===== config.mk =====
export PLATFORM = sky130hd
export DESIGN_NAME = main_fsm
export DESIGN_NICKNAME = d
export VERILOG_FILES = /design/src/rtl/main_fsm_pkg.sv /design/src/rtl/main_fsm_outdec.sv /design/src/rtl/main_fsm.sv
export SDC_FILE = /design/constraint.sdc
export NUM_CORES = 1
export LEC_CHECK = 0
export CAP_MARGIN = 25
export CORE_ASPECT_RATIO = 1.1
export CORE_MARGIN = 3
export CORE_UTILIZATION = 50
export DETAILED_ROUTE_END_ITERATION = 12
export GPL_ROUTABILITY_DRIVEN = 0
export PLACE_DENSITY = 0.78
export SYNTH_ARGS = -nofsm -noshare
export SYNTH_HDL_FRONTEND = slang
export SYNTH_SLANG_ARGS = --single-unit
export TNS_END_PERCENT = 50

===== constraint.sdc =====
create_clock -name clk -period 2.42 [get_ports clk]
set_input_delay 0.484 -clock clk [delete_from_list [all_inputs] [get_ports clk]]
set_output_delay 0.484 -clock clk [all_outputs]
set_load 0.02 [all_outputs]

===== src/rtl/main_fsm_pkg.sv =====
// Shared state encodings and datapath mux select codes for the multicycle ARM sequencer.
package main_fsm_pkg;

  typedef enum logic [3:0] {
    S_FETCH  = 4'd0,
    S_DECODE = 4'd1,
    S_MEMADR = 4'd2,
    S_MEMRD  = 4'd3,
    S_MEMWB  = 4'd4,
    S_MEMWR  = 4'd5,
    S_EXECR  = 4'd6,
    S_EXECI  = 4'd7,
    S_ALUWB  = 4'd8,
    S_BRANCH = 4'd9,
    S_UNDEF  = 4'd10,
    S_FAULT  = 4'd11
  } state_t;

  localparam logic [1:0] SRCA_RN     = 2'b00;
  localparam logic [1:0] SRCA_PC     = 2'b01;
  localparam logic [1:0] SRCA_ALUOUT = 2'b10;

  localparam logic [1:0] SRCB_RM     = 2'b00;
  localparam logic [1:0] SRCB_IMM    = 2'b01;
  localparam logic [1:0] SRCB_FOUR   = 2'b10;

  localparam logic [1:0] RES_ALUOUT  = 2'b00;
  localparam logic [1:0] RES_DATA    = 2'b01;
  localparam logic [1:0] RES_ALURES  = 2'b10;

  localparam logic [1:0] OP_DP  = 2'b00;
  localparam logic [1:0] OP_MEM = 2'b01;
  localparam logic [1:0] OP_BR  = 2'b10;

  // States that stall on the memory handshake and therefore run the wait counter.
  function automatic logic is_wait_state(input state_t s);
    return (s == S_FETCH) || (s == S_MEMRD) || (s == S_MEMWR);
  endfunction

endpackage


===== src/rtl/main_fsm_outdec.sv =====
// Pure combinational state -> control decode; only IRWrite/NextPC also look at MemReady.
module main_fsm_outdec
  import main_fsm_pkg::*;
(
  input  logic [3:0] state,
  input  logic       MemReady,
  output logic       IRWrite,
  output logic       AdrSrc,
  output logic [1:0] ALUSrcA,
  output logic [1:0] ALUSrcB,
  output logic [1:0] ResultSrc,
  output logic       ALUOp,
  output logic       NextPC,
  output logic       RegW,
  output logic       MemW,
  output logic       Branch,
  output logic       Undef,
  output logic       dec_fault
);

  always_comb begin
    IRWrite   = 1'b0;
    AdrSrc    = 1'b0;
    ALUSrcA   = SRCA_RN;
    ALUSrcB   = SRCB_RM;
    ResultSrc = RES_ALUOUT;
    ALUOp     = 1'b0;
    NextPC    = 1'b0;
    RegW      = 1'b0;
    MemW      = 1'b0;
    Branch    = 1'b0;
    Undef     = 1'b0;
    dec_fault = 1'b0;
    case (state)
      S_FETCH: begin
        ALUSrcA   = SRCA_PC;
        ALUSrcB   = SRCB_FOUR;
        ResultSrc = RES_ALURES;
        IRWrite   = MemReady;
        NextPC    = MemReady;
      end
      S_DECODE: begin
        ALUSrcA   = SRCA_PC;
        ALUSrcB   = SRCB_FOUR;
        ResultSrc = RES_ALURES;
      end
      S_MEMADR: ALUSrcB = SRCB_IMM;
      S_MEMRD:  AdrSrc  = 1'b1;
      S_MEMWB: begin
        ResultSrc = RES_DATA;
        RegW      = 1'b1;
      end
      S_MEMWR: begin
        AdrSrc = 1'b1;
        MemW   = 1'b1;
      end
      S_EXECR:  ALUOp = 1'b1;
      S_EXECI: begin
        ALUSrcB = SRCB_IMM;
        ALUOp   = 1'b1;
      end
      S_ALUWB:  RegW = 1'b1;
      S_BRANCH: begin
        ALUSrcA   = SRCA_ALUOUT;
        ALUSrcB   = SRCB_IMM;
        ResultSrc = RES_ALURES;
        Branch    = 1'b1;
      end
      S_UNDEF:  Undef = 1'b1;
      // FAULT and every unused encoding: all enables off.
      default:  dec_fault = 1'b1;
    endcase
  end

endmodule


===== src/rtl/main_fsm.sv =====
// Moore sequencer for the multicycle ARM datapath; counts retired instructions.
// Latency: one state per cycle; EXECI A00 B01 ALUOp1; ->ALUWB.
// Backpressure: FETCH/MEMRD/MEMWR hold on MemReady and go to FAULT after TIMEOUT waits.
module main_fsm
  import main_fsm_pkg::*;
#(
  parameter int TIMEOUT = 16,
  parameter int CNT_W   = 32
) (
  input  logic             clk,
  input  logic             reset,
  input  logic [1:0]       Op,
  input  logic [5:0]       Funct,
  input  logic             MemReady,
  output logic             IRWrite,
  output logic             AdrSrc,
  output logic [1:0]       ALUSrcA,
  output logic [1:0]       ALUSrcB,
  output logic [1:0]       ResultSrc,
  output logic             ALUOp,
  output logic             NextPC,
  output logic             RegW,
  output logic             MemW,
  output logic             Branch,
  output logic             Undef,
  output logic             Fault,
  output logic [3:0]       State,
  output logic [CNT_W-1:0] InstRet
);

  localparam int WAIT_W = $clog2(TIMEOUT);

  state_t            state_q;
  state_t            state_d;
  logic [WAIT_W-1:0] wait_cnt;
  logic              fault_q;
  logic              dec_fault;
  logic              waiting;
  logic              timed_out;
  logic              retire;
  logic              funct_unused;

  // Only the I and S/L bits of Funct steer the sequencer.
  assign funct_unused = ^Funct[4:1];

  always_comb begin
    state_d   = state_q;
    retire    = 1'b0;
    waiting   = is_wait_state(state_q);
    timed_out = waiting && !MemReady && (wait_cnt == WAIT_W'(TIMEOUT - 1));
    case (state_q)
      S_FETCH:  if (MemReady) state_d = S_DECODE;
      S_DECODE: begin
        case (Op)
          OP_DP:   state_d = Funct[5] ? S_EXECI : S_EXECR;
          OP_MEM:  state_d = S_MEMADR;
          OP_BR:   state_d = S_BRANCH;
          default: state_d = S_UNDEF;
        endcase
      end
      S_MEMADR: state_d = Funct[0] ? S_MEMRD : S_MEMWR;
      S_MEMRD:  if (MemReady) state_d = S_MEMWB;
      S_MEMWR: begin
        if (MemReady) begin
          state_d = S_FETCH;
          retire  = 1'b1;
        end
      end
      S_EXECR, S_EXECI: state_d = S_ALUWB;
      S_MEMWB, S_ALUWB, S_BRANCH, S_UNDEF: begin
        state_d = S_FETCH;
        retire  = 1'b1;
      end
      S_FAULT:  state_d = S_FAULT;
      default:  state_d = S_FAULT;
    endcase
    // A ready in the final wait cycle already moved us on; only a silent memory faults.
    if (timed_out) state_d = S_FAULT;
  end

  always_ff @(posedge clk or negedge reset) begin
    if (!reset) begin
      state_q  <= S_FETCH;
      wait_cnt <= '0;
      InstRet  <= '0;
      fault_q  <= 1'b0;
    end else begin
      state_q <= state_d;
      if (waiting && (state_d == state_q)) wait_cnt <= wait_cnt + WAIT_W'(1);
      else                                 wait_cnt <= '0;
      if (retire) InstRet <= InstRet + CNT_W'(1);
      if (state_d == S_FAULT) fault_q <= 1'b1;
    end
  end

  main_fsm_outdec u_outdec (
    .state     (state_q),
    .MemReady  (MemReady),
    .IRWrite   (IRWrite),
    .AdrSrc    (AdrSrc),
    .ALUSrcA   (ALUSrcA),
    .ALUSrcB   (ALUSrcB),
    .ResultSrc (ResultSrc),
    .ALUOp     (ALUOp),
    .NextPC    (NextPC),
    .RegW      (RegW),
    .MemW      (MemW),
    .Branch    (Branch),
    .Undef     (Undef),
    .dec_fault (dec_fault)
  );

  assign Fault = fault_q | dec_fault;
  assign State = state_q;

endmodule


## Yosys cells after proc, flatten, opt, wreduce, memory -nomap -nowiden

Cells that the tools add are included.

- Input bits: 11
- Memory bits (read-only): 0
- Output and inout port bits: 51
- Memories: 0
- Word-level logic and storage cells: 60
- Bits in registers: 41
- RAM bits: 0
- Bits in latches: 0

- Eq/ne operators: 15
- Multiplexer cells: 22
- Reduce and logical (&&, ||, !) cells: 16
- Add/subtract/negate cells: 2
- Divide/modulo/power cells: 0
- Multiply operators: 0
- $lt $le $gt $ge: 0
- Shifts and indexed selects: 0
- Bitwise operators: 1

Operators with widths:

| kind | count |
|---|---|
| 32-bit by 1-bit adder with 32-bit output, second input constant | 1 |
| 4-bit one-hot mux with 7 select lines | 1 |
| 4-bit equality test, second input constant | 5 |
| 4-bit 2-to-1 mux | 5 |
| 4-bit by 3-bit equality test with 1-bit output, second input constant | 4 |
| 2-bit one-hot mux with 2 select lines | 3 |
| 4-bit one-hot mux with 3 select lines | 1 |
| 11-bit OR reduction | 1 |
| 1-bit 2-to-1 mux | 10 |
| 4-bit by 2-bit equality test with 1-bit output, second input constant | 2 |
| 2-bit OR reduction | 4 |
| 3-bit OR reduction | 2 |
| 4-bit by 1-bit adder with 4-bit output, second input constant | 1 |
| 4-bit by 1-bit equality test with 1-bit output, second input constant | 1 |
| 4-bit equality test | 1 |
| 4-bit logical NOT | 1 |
| 4-bit OR reduction | 1 |
| 1-bit logical AND | 3 |
| 3-bit 2-to-1 mux | 1 |
| 2-bit by 1-bit equality test with 1-bit output, second input constant | 1 |
| 2-bit equality test, second input constant | 1 |
| 2-bit logical NOT | 1 |
| 1-bit logical OR | 2 |
| 1-bit one-hot mux with 2 select lines | 1 |
| 2 further kinds | 2 |

## Longest topological paths before layout

- Depth after elaboration: 9
- Mapped depth: 6
- Gate-level depth less buffers: 5

## Modules after synthesis

A second synthesis with hierarchy kept.

- Cells, all modules: 228
- Area, all modules: 2393.5 um2

Modules (own cells, without submodules):

| module | cells an instance | area an instance (um2) | seq. area each (um2) | times used |
|---|---|---|---|---|
| main_fsm | 202 | 2194.6 | 1026.0 | 1 |
| main_fsm_outdec | 26 | 198.9 | 0.0 | 1 |

## Worst setup path before layout

No wires, ideal clock.

- Path type: flip-flop to output port
- From: register state_q[1] (netlist: State[1])
- To: output ResultSrc[1]
- Data arrival time: 1827 ps
- Setup slack: 109 ps
- Cell stages (with the launch flop): 5
- Buffers on the path: 2
- Required time: 1936 ps
- Cells stage by stage: dfrtp_1 clkbuf_1 clkbuf_1 nor3_1 or2_2

- Word-level cells in the longest chain between the ends: 3
- Elaborated cells between the ends (all ways): 6
- Those cells by class: eq/ne: 3; mux: 1; reduce/logical: 2

RTL lines:

| element | line | source |
|---|---|---|
| start: declaration | main_fsm.sv:33 | `state_t state_q;` |
| start signal: assignment | main_fsm.sv:88 | `state_q <= state_d;` |
| 4-bit by 1-bit equality test with 1-bit output, or another cell as far along | main_fsm_outdec.sv:34 | `case (state)` |
| 3-bit OR reduction (no line) | -- |  |
| 2-bit one-hot mux with 2 select lines (*) | main_fsm_outdec.sv:34 |  |
| end: declaration | main_fsm.sv:19 | `output logic [1:0] ResultSrc,` |

Mark *: on every way between the ends. The rest lies on a longest branch, timed or not.

## Worst setup path in the final report

- From: register state_q[3] (netlist: State[3])
- To: output ResultSrc[0]

The elaborated chain is that of the path after synthesis.

==> results.md <==
- P&R area growth vs syn: 30.77%
- Seq. cell area: 1030 sq um
- Yosys top cell area share: 39.37%
- Final min period: 2.339 ns
- Startpoint type of the worst setup path: flop
- Std-Cell Rows: 26
- IO Pins: 62
- Congestion Overflow GR: 0
- Launching point of the worst reg2reg path: State[1]
- Kind of critical path: flop to output pin
- Post-detailed-routing wire length: 5.985 mm
- Synth Flop Type: dfrtp_1
- Yosys warns: 0
- Crit. End Element: output pin
- Max-Cap Viols: 0
- Die Ht: 81.72 um
- Ant. Diodes: 0
- Pleak: 1.279 nW
- Sequential cell area fraction in the yosys report: 39.37%
- Inserted Clock Buffers: 5
- Initial antenna violation count: 0
- Clock skew: 0.004705 ns
- Slowest cell delay on critical path: 0.63 ns
- Final ANT Viol Nets: 0
- Initial DRC Count: 129
- Worst-case clock buffer depth: 2
- Crit path depth: 4
- RSZ-0062 raised after global routing: no
- Area contributors post-synth: dfrtp_1 39%, a2111oi_2 9.2%, xor2_1 7.7%, xnor2_1 4.0%, a2111oi_4 3.2%
- Share of layout cells above drive strength 1: 17.30%
- Tightest Hold Check Type: input pin to async pin
- Largest net degree at the start of global routing: 23
- Outcome: finished, final reports clean
- Vias post-DR: 2190
- Clk sink count: 41
- Setup Viol. Count Final: 0
- Die W: 74.84 um
- Maximum clock rate: 427.6 MHz
- Crit-path leading delay family: buffers and inverters
- VDD IR max: 0.5590 mV
- Flops & latches, synth: 41
- Die ar.: 6116 sq um
- PwrDens: 915.0 nW/um^2
- Unique masters post-synth: 53
- Required time of the critical path: 1.94 ns
- Hold buffers post-CTS: 0
- Worst-path clk slew: 0.08 ns
- First-pass GRT wire length: 10.18 mm
- CTS tree: done
- Asr flop ratio synth: 100.0%
- Synthesized area: 2606 sq um
- Pre-Repair DR Iteration Count: 4
- Setup Fix Bufs, Post-CTS: 0
- Util after Layout: 70.31%
- Worst-path cell chain: nand2b_1 > buf_4 > nor3_1 > clkdlybuf4s50_1
- Max_slew headroom: 65.72%
- Worst Setup SP: State[3]
- Vias per inst: 5.856
- Number of global-route vias before repair: 2125
- Critical path's slowest cell: clkdlybuf4s50_1
- Clock root buffer: clkbuf_8
- HPWL Detailed: 4.354 mm
- CP Data Arrival Time: 1.85 ns
- Final net count: 330
- EDFF count, synth: 0
- Starting density of the core: 53.77%
- Post-synthesis net count: 265
- Worst Max-Slew Pin Slew: 0.5141 ns
- FILL cells: 380
- Drt drc: 0
- Slew Limit Fails: 0
- Fin cells: 374
- Count leader, synth: dfrtp_1
- Area of the multi-input gates: 1444 sq um
- WL/cell: 16.00 um
- Reg2Reg Setup Slack: 0.32 ns
- Placed insts: 366
- Core Box Area: 4847 sq um
- Setup tns final: 0 ns
- Worst Path Buf+Inv: 2
- # port buffers: 57
- Syn avg cell area: 10.34 sq um
- Post-synth top area cell: dfrtp_1
- Cells after Synth: 252
- Max FO, Critical Path: 6
- Clock Latency Late Sink: 0.29 ns
- Reg2reg end: InstRet[6]
- GR Util All Layers: 21.17%
- Commonest cells in the netlist: 41 x dfrtp_1, 23 x xor2_1, 16 x a2111oi_2, 15 x nand2_1
- H-tree levels: 2
- Crit path to: ResultSrc[0]
- Final Hold Violating Endpoints: 0
- Crit share post-route: 96.65%
- R2R depth: 6
[layer usage]
metal	vias to the layer above	GRT usage [%]	part of all wire, %
met5	-	0	0
met2	53	34.06	49
met1	1064	29.74	46
met3	7	2.938	4.2
met4	0	5.694	0.99
li1	1066	-	-
[registers in the layout, summed over array words and instances, names as in the netlist]
register	count
fault_q	1
InstRet	32
State	4
wait_cnt	4
[worst min-delay path by stage]
stage                from     endpoint  cells past startpoint
floorplan           reset   InstRet[0]                      0
global placement    reset     State[3]                      1
detailed placement  reset     State[3]                      1
CTS                 reset  InstRet[31]                      1
global route        reset  InstRet[31]                      1
finish              reset  InstRet[31]                      1
[placed cells by master (no fill, tap or decap), drive strengths merged, types with 4 or more instances in the layout]
master and count:
xnor2 12, nand3 9, nor2 13, buf 22, inv 6, a21oi 5
o21ai 8, and4 7, a2111oi 19, dlymetal6s2s 6, dlygate4sd2 4, dfrtp 41
xor2 23, nand4 14, nor3 7, nand2b 6, clkbuf 7, clkdlybuf4s50 46
and3 5, nand2 15
[metrics by stage]
| step | cell area (sq um) | total power [mW] | hold WS [ns] | worst slack [ns] |
|---|---|---|---|---|
| detailed placement | 3304 | 2.721 | 0.4016 | 0.1918 |
| global route | 3408 | 3.344 | 0.09401 | 0.006112 |
| finish | 3408 | 3.118 | 0.08346 | 0.08110 |
| floorplan | 2606 | 2.043 | 0.1884 | 0.1086 |
| global placement | 3304 | 2.689 | 0.4008 | 0.1945 |
| CTS | 3393 | 3.151 | 0.08746 | 0.003455 |
[worst reg2reg max path, delay by kind of cell (launching register included)]
family,cells,cell delay (ns)
AOI/OAI and AO/OA,2,0.58
DFF,1,0.50
buffers and inverters,2,0.39
and+or+nand+nor,1,0.37
xor gates and xnor gates,1,0.18
[report_power, final]
part	switching (mW)	internal, mW
logic	0.993	0.756
clock network	0.228	0.204
registers	0.161	0.776
[final cells by class]
| type | instances | area share, % |
|---|---|---|
| Tap cell | 56 | 2.056 |
| Timing Repair Buffer | 78 | 22.25 |
| Multi-Input combinational cell | 185 | 42.36 |
| Clock buffer | 7 | 2.239 |
| Sequential cell | 41 | 30.21 |
| Clock inverter | 1 | 0.2203 |
| Inverter | 6 | 0.6608 |
[logic make-up after synthesis]
logic type | synth area share [%]
AND/OR/NAND/NOR | 21.12
AO/OA/AOI/OAI | 20.88
flip-flops | 39.37
XOR/XNOR | 11.76
buffers and inverters | 5.472
adder cells (fa/ha/maj) | 0.9600
multiplexers | 0.4320
[repair_timing]
action                     CTS  global route
pin swaps                    0             0
setup endpoints to repair    8             6
gates resized for setup      8             6
Power figures use the tool's default switching activity.
